$ cat config.mk
export PLATFORM = sky130hd
export DESIGN_NAME = polar_sector_mapper
export DESIGN_NICKNAME = d
export VERILOG_FILES = /design/src/rtl/polar_sector_mapper.sv
export SDC_FILE = /design/constraint.sdc
export NUM_CORES = 2
export LEC_CHECK = 0
export CORE_MARGIN = 2
export CORE_UTILIZATION = 50
export CTS_BUF_LIST = sky130_fd_sc_hd__clkbuf_8
export DETAILED_ROUTE_END_ITERATION = 16
export DONT_BUFFER_PORTS = 1
export PLACE_DENSITY_LB_ADDON = 0.3
export SYNTH_ARGS = -nofsm -noshare
export SYNTH_HDL_FRONTEND = slang
export SYNTH_SLANG_ARGS = --single-unit
$ cat constraint.sdc
create_clock -name clk -period 7.45 [get_ports clk]
set_clock_uncertainty 0.1 [all_clocks]
set_input_delay 1.1175 -clock clk [delete_from_list [all_inputs] [get_ports clk]]
set_output_delay 1.1175 -clock clk [all_outputs]
set_load 0.005 [all_outputs]
$ cat src/rtl/polar_sector_mapper.sv
// Maps CORDIC atan2/magnitude results to a Q0.32 turn fraction and sector index, buffered in a FWFT FIFO.
// Optional radius clamp enabled by defining POLAR_MAPPER_RCLAMP_EN.
module polar_sector_mapper #(
  parameter int          SECTOR_BITS = 3,
  parameter int          DEPTH       = 8,
  parameter logic [64:0] R_MAX       = 65'd16 << 32
) (
  input  logic                     clk,
  input  logic                     rst_n,
  input  logic                     in_valid,
  input  logic [64:0]              in_atan2,
  input  logic [64:0]              in_r,
  output logic                     out_valid,
  input  logic                     out_ready,
  output logic [31:0]              out_turn,
  output logic [SECTOR_BITS-1:0]   out_sector,
  output logic [64:0]              out_r,
  output logic                     out_r_clamped,
  output logic [$clog2(DEPTH):0]   level,
  output logic                     overflow,
  input  logic                     ovf_clr
);

  localparam int          AW      = $clog2(DEPTH);
  localparam logic [64:0] TWO_PI  = 65'h6487ED511;
  localparam logic [31:0] INV_2PI = 32'h28BE60DC;

  logic        v1_q, v2_q, v3_q;
  logic [34:0] a1_q, a1_d;
  logic [64:0] r1_q, r2_q, r3_q, r3_d;
  logic [66:0] p2_q, p2_d;
  logic [31:0] t3_q, t3_d;
  logic        c3_q, c3_d;
  logic [64:0] sum;
  logic        unused_bits;

  // Negative angles are lifted by 2*pi; anything still negative is pinned to 0.
  always_comb begin
    sum  = in_atan2 + TWO_PI;
    a1_d = in_atan2[34:0];
    if (in_atan2[64]) a1_d = sum[64] ? '0 : sum[34:0];
  end

  assign p2_d = {32'd0, a1_q} * {35'd0, INV_2PI};
  assign t3_d = (|p2_q[66:64]) ? 32'hFFFFFFFF : p2_q[63:32];

`ifdef POLAR_MAPPER_RCLAMP_EN
  always_comb begin
    c3_d = $signed(r2_q) > $signed(R_MAX);
    r3_d = c3_d ? R_MAX : r2_q;
  end
  assign unused_bits = ^{sum[63:35], in_atan2[63:35], p2_q[31:0]};
`else
  assign c3_d        = 1'b0;
  assign r3_d        = r2_q;
  assign unused_bits = ^{sum[63:35], in_atan2[63:35], p2_q[31:0], R_MAX};
`endif

  always_ff @(posedge clk or negedge rst_n) begin
    if (!rst_n) begin
      v1_q <= 1'b0; v2_q <= 1'b0; v3_q <= 1'b0;
      a1_q <= '0;   r1_q <= '0;
      p2_q <= '0;   r2_q <= '0;
      t3_q <= '0;   r3_q <= '0;   c3_q <= 1'b0;
    end else begin
      v1_q <= in_valid;
      a1_q <= a1_d;
      r1_q <= in_r;
      v2_q <= v1_q;
      p2_q <= p2_d;
      r2_q <= r1_q;
      v3_q <= v2_q;
      t3_q <= t3_d;
      r3_q <= r3_d;
      c3_q <= c3_d;
    end
  end

  // Output handshake: the head entry transfers on any edge where out_valid && out_ready;
  // while out_valid && !out_ready the head data is held stable.
  logic [31:0] mem_t [DEPTH];
  logic [64:0] mem_r [DEPTH];
  logic        mem_c [DEPTH];
  logic [AW-1:0] wr_q, rd_q;
  logic [AW:0]   cnt_q, cnt_d;
  logic          ovf_q, ovf_d;
  logic          pop, full, accept, drop;

  assign pop    = out_valid && out_ready;
  assign full   = (cnt_q == (AW+1)'(DEPTH));
  assign accept = v3_q && (!full || pop);
  assign drop   = v3_q && full && !pop;

  always_comb begin
    cnt_d = cnt_q;
    if (accept && !pop)      cnt_d = cnt_q + 1'b1;
    else if (!accept && pop) cnt_d = cnt_q - 1'b1;
    ovf_d = ovf_q;
    if (ovf_clr) ovf_d = 1'b0;
    if (drop)    ovf_d = 1'b1;
  end

  always_ff @(posedge clk or negedge rst_n) begin
    if (!rst_n) begin
      for (int i = 0; i < DEPTH; i++) begin
        mem_t[i] <= '0;
        mem_r[i] <= '0;
        mem_c[i] <= 1'b0;
      end
      wr_q  <= '0;
      rd_q  <= '0;
      cnt_q <= '0;
      ovf_q <= 1'b0;
    end else begin
      if (accept) begin
        mem_t[wr_q] <= t3_q;
        mem_r[wr_q] <= r3_q;
        mem_c[wr_q] <= c3_q;
        wr_q        <= wr_q + 1'b1;
      end
      if (pop) rd_q <= rd_q + 1'b1;
      cnt_q <= cnt_d;
      ovf_q <= ovf_d;
    end
  end

  assign out_valid     = (cnt_q != '0);
  assign out_turn      = mem_t[rd_q];
  assign out_sector    = out_turn[31 -: SECTOR_BITS];
  assign out_r         = mem_r[rd_q];
  assign out_r_clamped = mem_c[rd_q];
  assign level         = cnt_q;
  assign overflow      = ovf_q;

endmodule

==> impl_metrics.tcl <==
set metrics [dict create \
    outcome "complete, no violations" \
    die_h_um 353 \
    viasPerCell 5.44 \
    critPathLaunchType "flop" \
    final_common_cell "dfrtp_1" \
    finish.instance_area_um2 66200 \
    worstPathMaxFanout 6 \
    row_count 127 \
    synth_simple_gate_area_frac 0.0238 \
    synthXorXnorAreaFrac 0.00534 \
    rsz0062_at_grt "no" \
    yosysSeqAreaShare 0.450 \
    grt_max_degree 1094 \
    tns_ps 0 \
    drt_first_pass_iters 5 \
    fin_crit_ps 6950 \
    ctsLongestPathBuffers 3 \
    post_dp_cell_area_um2 62500 \
    timing.rr.start "a1_q[10]$_DFF_PN0_" \
    synth-seq-cells 1093 \
    crit_slowest_cell "fa_1" \
    critical_path.cell_chain "inv_1 -> fa_1 -> fa_1 -> fa_1 -> fa_1 -> inv_1 -> fa_1 -> fa_1 -> inv_1 -> fa_1 -> inv_1 -> ha_1 -> a21oi_1 -> o21ai_0 -> nand4b_1 -> a211oi_2 -> o21ai_1 -> a21oi_1 -> o21ai_1 -> nor4_1 -> nor3_1" \
    cellPowerDensity_nw_per_um2 486 \
    core_area_um2 120000 \
    max-vdd-ir-drop_mv 0.441 \
    synthArstFlopShare 1.00 \
    antenna_found_initial 6 \
    ios 242 \
    p_leak_nw 31.1 \
    syn_nets 5200 \
    max_slew.worst_pin.slew_ps 1160 \
    grt_pass1_wl_um 213000 \
    clkTransAtPathRegs_ps 60 \
    worst-endpoint-arrival_ps 7620 \
    synth-compound-area-share 0.0271 \
    ys_types 73 \
    worstSetupPathType "flop to flop" \
    cp_slowest_stage_delay_ps 550 \
    drv_slew 0 \
    r2r-end "p2_q[64]$_DFF_PN0_" \
    cts_root_buffer "clkbuf_8" \
    cts_sinks 1093 \
    synth_edf_count 0 \
    dp.final_hpwl_um 90600 \
    wl_per_cell_um 22.0 \
    grtUsageTotal 0.222 \
    drt_wl_total_um 135000 \
    postSynthAreaPerCell_um2 14.1 \
    period_share 0.934 \
    routed-via-count 33300 \
    postRouteAntennaNets 0 \
    critPathRequiredTime_ps 8120 \
    fmax_mhz 144 \
    drive_above_1_share 0.313 \
    grt_pass1_vias 36100 \
    synth_top_family_by_area "multiplexers" \
    start_util 0.505 \
    ctsHtreeMaxLevel 4 \
    hold_class "input port to async pin" \
    die-area_um2 124000 \
    r2r_slack_ps 500 \
    ctsResizeCount 0 \
    hold_viol 0 \
    synth_warnings 0 \
    cts_made_buffers 179 \
    syn2layout_area_growth_pct 8.98 \
    cp_top_family "adder cells" \
    crit_buf_inv 4 \
    cts_tree "built" \
    gp_congestion 0.961 \
    synthAdderAreaFrac 0.206 \
    drt_iter0_markers 2022 \
    r2r_cells 21 \
    grt_overflow 0 \
    die_w_um 353 \
    cp_common_cell "fa_1" \
    post-cts-setup-buffers 0 \
    cp-end-kind "flop" \
    finalNetCount 5262 \
    muxShareOfSynthArea 0.235 \
    synth_area_um2 60700 \
    syn_inst 4309 \
    layout_common_cells "dfrtp_1, mux2_2, inv_1" \
    port_buffers 0 \
    cap_violations 0 \
    setup_viol 0 \
    clk_latency_ps 920 \
    synth_ff_type "dfrtp_1" \
    post-route-drc-count 0 \
    max_slew_margin 0.223 \
]
==> state kept, by name, indices dropped and copies added, names as in the netlist, 4 cells and up <==
| register | count |
|---|---|
| a1_q | 35 |
| r3_q | 65 |
| mem_c | 8 |
| mem_t | 256 |
| mem_r | 520 |
| r2_q | 65 |
| level | 4 |
| t3_q | 32 |
| p2_q | 33 |
| r1_q | 65 |
==> synth_stat cells, drive strengths merged (15+ instances only) <==
cell type,n,area share
dfrtp,1093,0.45
mux2,876,0.16
inv,673,0.042
fa,403,0.13
ha,353,0.073
mux4,196,0.073
clkbuf,100,0.0062
o21ai,70,0.0058
nand2,64,0.0040
buf,59,0.0048
a21oi,50,0.0041
a21o,37,0.0046
nor2,37,0.0023
or2,36,0.0037
xnor2,27,0.0039
nand3,25,0.0021
nand4,16,0.0016
nor3,16,0.0013
nand2b,15,0.0015
o31ai,15,0.0019
==> logic make-up after synthesis <==
| kind of cell | Yosys count |
|---|---|
| flops | 1093 |
| simple gates | 271 |
| fa+ha+maj | 756 |
| buf+inv | 832 |
| mux | 1074 |
| compound gates | 246 |
| xor+xnor | 37 |
==> where the power goes <==
part / internal, mW / leakage [nW] / switching [mW]
clock: 2.69 / 2.07 / 2.46
sequential: 8.45 / 13.1 / 1.38
combinational: 8.48 / 15.9 / 8.69
==> how the worst max path moves through the flow <==
stage,from,endpoint,slack [ps],depth (start not counted)
finish,a1_q[10]$_DFF_PN0_,p2_q[64]$_DFF_PN0_,500,21
CTS,a1_q[10]$_DFF_PN0_,p2_q[64]$_DFF_PN0_,450,21
detailed placement,a1_q[10]$_DFF_PN0_,p2_q[64]$_DFF_PN0_,450,21
global route,a1_q[6]$_DFF_PN0_,p2_q[64]$_DFF_PN0_,80,21
floorplan,a1_q[20]$_DFF_PN0_,p2_q[60]$_DFF_PN0_,1220,21
global placement,a1_q[11]$_DFF_PN0_,p2_q[40]$_DFF_PN0_,470,20
==> stage by stage <==
stage | power, mW | hold WS [ps] | util | setup WS [ps] | std cells
final | 32.2 | 86.4 | 0.550 | 495 | 6118
after global routing | 34.9 | 27.6 | 0.550 | 84.5 | 6118
after CTS | 32.4 | -223 | 0.549 | 455 | 6107
after detailed placement | 27.1 | 235 | 0.519 | 449 | 5796
after global placement | 26.6 | 232 | 0.519 | 472 | 5796
after floorplan | 22.6 | 231 | - | 1220 | 4309
==> worst reg2reg max path: stages, from the launching register on <==
cell,delay [ps]
dfrtp_1,450
inv_1,290
fa_1,490
fa_1,520
fa_1,450
fa_1,550
inv_1,50
fa_1,470
fa_1,510
inv_1,50
fa_1,470
inv_1,40
ha_1,330
a21oi_1,140
o21ai_0,120
nand4b_1,210
a211oi_2,340
o21ai_1,260
a21oi_1,380
o21ai_1,230
nor4_1,300
nor3_1,80
==> final cells by class <==
type                            count  area, um2
Multi-Input combinational cell   2384      30300
Clock buffer                      209       2880
Inverter                          673       2530
Sequential cell                  1093      27400
Tap cell                         1612       2020
Fill cell                        9869      54100
Clock inverter                    102        682
Timing Repair Buffer               40        470
Antenna cell                        5       12.5
==> per-layer routing <==
layer,GRT usage,vias to the layer above,share of wire
met5,0,-,0
met4,0.0695,0,0.025
met3,0.0461,201,0.049
met2,0.354,750,0.47
met1,0.307,17500,0.45
li1,-,14800,-
Note: power is estimated with default switching activity, not from simulation.
